**config.mk**
```make
export PLATFORM = sky130hd
export DESIGN_NAME = alu_seq
export DESIGN_NICKNAME = d
export VERILOG_FILES = /design/src/rtl/alu_seq.sv
export SDC_FILE = /design/constraint.sdc
export NUM_CORES = 1
export LEC_CHECK = 0
export BUFFER_PORTS_ARGS = -buffer_cell sky130_fd_sc_hd__buf_2
export CORE_MARGIN = 2
export CORE_UTILIZATION = 49
export DETAILED_ROUTE_END_ITERATION = 10
export PLACE_DENSITY = 0.8
export SYNTH_ARGS = -nofsm -noshare
export SYNTH_HDL_FRONTEND = slang
export SYNTH_SLANG_ARGS = --single-unit
```
**constraint.sdc**
```tcl
create_clock -name clk -period 1.75 [get_ports clk]
set_input_delay 0.0875 -clock clk [delete_from_list [all_inputs] [get_ports clk]]
set_output_delay 0.0875 -clock clk [all_outputs]
set_load 0.03 [all_outputs]
```
**src/rtl/alu_seq.sv**
```systemverilog
// Sequencer for the shared control-law ALU: steps Error, Intgrl, Icomp, Pcomp, Accum, Accum.
// Optional macro INTGRL_DEC_EN: Intgrl is only updated on every 4th sequence.
module alu_seq #(
   parameter logic [13:0] PTERM = 14'h3680,
   parameter logic [11:0] ITERM = 12'h500
) (
   input  logic        clk,
   input  logic        rst_n,
   input  logic        start,
   input  logic [15:0] dst,
   output logic [2:0]  src1sel,
   output logic [2:0]  src0sel,
   output logic        multiply,
   output logic        sub,
   output logic        mult2,
   output logic        mult4,
   output logic        saturate,
   output logic [15:0] Accum,
   output logic [15:0] Pcomp,
   output logic [11:0] Error,
   output logic [11:0] Intgrl,
   output logic [11:0] Icomp,
   output logic        busy,
   output logic        done
);

   typedef enum logic [2:0] {
      S_IDLE, S_ERR, S_INT, S_ICMP, S_PCMP, S_ACC1, S_ACC2
   } state_e;

   state_e      state_q, state_d;
   logic        mc_q, mc_d;
   logic        done_q, done_d;
   logic [15:0] accum_q, accum_d;
   logic [15:0] pcomp_q, pcomp_d;
   logic [11:0] error_q, error_d;
   logic [11:0] intgrl_q, intgrl_d;
   logic [11:0] icomp_q, icomp_d;
   logic        intgrl_en;

   // The gains are consumed by the ALU at the top level, not here.
   logic unused_params;
   assign unused_params = ^{PTERM, ITERM};

`ifdef INTGRL_DEC_EN
   logic [1:0] dec_q;

   always_ff @(posedge clk or negedge rst_n) begin
      if (!rst_n)
         dec_q <= 2'd0;
      else if (done_q)
         dec_q <= dec_q + 2'd1;
   end

   assign intgrl_en = (dec_q == 2'd3);
`else
   assign intgrl_en = 1'b1;
`endif

   // NOTE: every output and next-state value gets a default first so no latch is inferred.
   always_comb begin
      state_d  = state_q;
      mc_d     = 1'b0;
      done_d   = 1'b0;
      accum_d  = accum_q;
      pcomp_d  = pcomp_q;
      error_d  = error_q;
      intgrl_d = intgrl_q;
      icomp_d  = icomp_q;
      src1sel  = 3'b111;
      src0sel  = 3'b111;
      multiply = 1'b0;
      sub      = 1'b0;
      mult2    = 1'b0;
      mult4    = 1'b0;
      saturate = 1'b0;

      case (state_q)
         S_IDLE: begin
            if (start) state_d = S_ERR;
         end
         S_ERR: begin
            src1sel  = 3'b100;
            src0sel  = 3'b000;
            sub      = 1'b1;
            saturate = 1'b1;
            error_d  = dst[11:0];
            state_d  = S_INT;
         end
         S_INT: begin
            src1sel  = 3'b011;
            src0sel  = 3'b001;
            saturate = 1'b1;
            if (intgrl_en) intgrl_d = dst[11:0];
            state_d  = S_ICMP;
         end
         S_ICMP: begin
            // Multiplier is a 2-cycle path: capture on the second cycle only.
            src1sel  = 3'b001;
            src0sel  = 3'b001;
            multiply = 1'b1;
            mc_d     = ~mc_q;
            if (mc_q) begin
               icomp_d = dst[11:0];
               state_d = S_PCMP;
            end
         end
         S_PCMP: begin
            src1sel  = 3'b010;
            src0sel  = 3'b100;
            multiply = 1'b1;
            mc_d     = ~mc_q;
            if (mc_q) begin
               pcomp_d = dst;
               state_d = S_ACC1;
            end
         end
         S_ACC1: begin
            src1sel = 3'b100;
            src0sel = 3'b011;
            sub     = 1'b1;
            accum_d = dst;
            state_d = S_ACC2;
         end
         S_ACC2: begin
            src1sel  = 3'b000;
            src0sel  = 3'b010;
            sub      = 1'b1;
            saturate = 1'b1;
            accum_d  = dst;
            done_d   = 1'b1;
            state_d  = S_IDLE;
         end
         default: state_d = S_IDLE;
      endcase
   end

   // NOTE: sequential state uses non-blocking assignments so all registers update together.
   always_ff @(posedge clk or negedge rst_n) begin
      if (!rst_n) begin
         state_q  <= S_IDLE;
         mc_q     <= 1'b0;
         done_q   <= 1'b0;
         accum_q  <= 16'h0000;
         pcomp_q  <= 16'h0000;
         error_q  <= 12'h000;
         intgrl_q <= 12'h000;
         icomp_q  <= 12'h000;
      end else begin
         state_q  <= state_d;
         mc_q     <= mc_d;
         done_q   <= done_d;
         accum_q  <= accum_d;
         pcomp_q  <= pcomp_d;
         error_q  <= error_d;
         intgrl_q <= intgrl_d;
         icomp_q  <= icomp_d;
      end
   end

   assign busy   = (state_q != S_IDLE);
   assign done   = done_q;
   assign Accum  = accum_q;
   assign Pcomp  = pcomp_q;
   assign Error  = error_q;
   assign Intgrl = intgrl_q;
   assign Icomp  = icomp_q;

endmodule

```
==> qor.yml <==
finalSetupTns_ns: 0
hold_viol_final: 0
finalCritPeriodShare: 0.954
drt-initial-drc-count: 34
cts_buffers: 9
gp_congestion: 0.742
cts.reportedPaths.clkPinSlew_ns: 0.08
critPathArrivalTime_ns: 1.58
grt-ovfl-total: 0
grt_max_degree: 55
grt_pass1_wl_mm: 9.36
ios: 100
reg2reg_from: "state_q[1]$_DFFE_PN0P_"
cp-end-kind: "primary output"
drive_above_1_share: 0.454
root_buffer: "clkbuf_8"
period_minus_slack_ns: 1.67
wire_per_inst_um: 15.6
clockBufferDepth: 2
core_um2: 5820
layout_commonest_cell: "buf_2"
mostFrequentLayoutCells: "buf_2 (97), dfrtp_1 (71), mux2_1 (59)"
crit_path_start: "state_q[2]$_DFFE_PN0P_"
first_global_vias: 1919
instances_no_fill: 381
worst_ep_required_time_ns: 1.66
cap_viol_max_count: 0
finalSetupViolCount: 0
hold_path_startpoint: "dst[10]"
vdd_drop_max_mv: 1.15
min_path_type: "input pin to flip-flop"
skew_ns: 0.00720
grt_setup_unrepaired: "false"
cp_cell_sequence: "buf_4 > nor2b_2 > mux2_2 > buf_2"
leakagePower_nw: 1.86
track_usage: 0.194
outcome: "complete, no violations"
ys_seq_elements: 73
antenna_left: 0
ys_types: 24
dpl.hpwl_mm: 4.19
p_total_w: 0.00828
numClockSinks: 73
io_buffers: 97
clkLatencyLatePin_ns: 0.34
p_per_area_nw_per_um2: 2210
syn_area_per_cell_um2: 15.5
die-area_um2: 6550
die_x_um: 80.9
cts_tree: "yes"
slowest_stage: "dfrtp_1"
fmax_mhz: 599
synth_area_um2: 2900
critical_path_class: "flip-flop to primary output"
ys_warn_count: 0
antenna_found_initial: 0
vias: 1909
drc: 0
rows: 28
diodes: 0
wirelength_mm: 5.93
slowest_delay_ns: 0.44
start_util: 0.499
fin_nets: 320
cts.htree.levels: 3
synth_cells: 187
slew_violations: 0
area_delta_synth_final_pct: 29.2
die_h_um: 80.9
dr.pass1.iters: 4
fin_ws_ns: 0.0812
post_cts_buffers: 0
start_kind: "flip-flop"
dp_slack_ns: 0.151
utilization: 0.644
crit_fanout: 8
synth-seq-area-share: 0.630
viasPerCell: 5.01
place_inst: 358
[critical path, delay by kind of cell (launching register included)]
kind / cells / cell delay [ns]
DFF: 1 / 0.44
muxes: 1 / 0.27
buffers and inverters: 2 / 0.36
and+or+nand+nor: 1 / 0.17
[where the power goes]
group          leakage (nW)  switching [W]  internal, W  total [W]
clock network        0.0822       0.000654     0.000523    0.00118
logic                 0.889        0.00278      0.00142    0.00420
registers             0.886       0.000431      0.00246    0.00290
[stage by stage]
step | hold slack (ns) | area [um^2]
2_1_floorplan | -0.208 | 2900
3_3_place_gp | 0.0586 | 3480
3_5_place_dp | 0.0630 | 3480
4_1_cts | 0.000586 | 3730
5_1_grt | 0.0108 | 3750
6_report | 0.00889 | 3750
[logic make-up (layout without fill, tap and decap cells)]
group | count (synthesis) | count (layout) | share of synthesized area
AO/OA/AOI/OAI | 10 | 10 | 0.0207
buffers and inverters | 13 | 131 | 0.0311
other | 1 | 2 | 0.00129
multiplexers | 69 | 69 | 0.280
flip-flops | 73 | 73 | 0.630
AND/OR/NAND/NOR | 21 | 21 | 0.0375
[Yosys cell counts (all sizes together)]
cell | n | area share
dfrtp | 73 | 0.63
mux2 | 69 | 0.28
buf | 12 | 0.030
nor2 | 6 | 0.0078
o21ai | 6 | 0.010
nand2 | 5 | 0.0065
nor2b | 3 | 0.0065
nand2b | 2 | 0.0043
nand3 | 2 | 0.0052
a21boi | 1 | 0.0026
a21o | 1 | 0.0026
a21oi | 1 | 0.0017
a311o | 1 | 0.0035
and2b | 1 | 0.0026
and3 | 1 | 0.0022
conb | 1 | 0.0013
inv | 1 | 0.0013
nor3b | 1 | 0.0026
[per-layer routing]
metal | wire (um) | global-route usage
met3 | 287 | 0.0400
met1 | 2510 | 0.240
met4 | 118 | 0.0966
met5 | 0 | 0
met2 | 3010 | 0.323
[sequential cells by signal (all words and copies together), names as in the netlist]
name	cells
Pcomp	16
mc_q	1
Intgrl	12
Icomp	12
Accum	16
Error	12
done	1
state_q	3
[repair_timing]
action                                  in CTS  in global routing
hold buffers                                 7                  0
endpoints found under the hold margin       30                  0
resized for setup                            2                  4
endpoints found under the setup margin       1                  2
[final cells by class]
type	instances	area (um^2)
Clock buffer	9	124
Clock inverter	7	53.8
Fill cell	478	2070
Inverter	1	3.75
Multi-Input combinational cell	102	995
Sequential cell	73	1830
Tap cell	75	93.8
Timing Repair Buffer	114	647
[path summary, 6_finish.rpt]
check	to	slack, ns	depth (start not counted)
max	multiply	0.08	4
min	Intgrl[10]$_DFFE_PN0P_	0.009	2
max reg2reg	Pcomp[9]$_DFFE_PN0P_	0.17	4
min reg2reg	Intgrl[1]$_DFFE_PN0P_	0.48	1
max in group asynchronous	Icomp[2]$_DFFE_PN0P_	0.89	3
min in group asynchronous	Pcomp[13]$_DFFE_PN0P_	0.22	2
No activity file was read; power rests on OpenSTA's default activity.
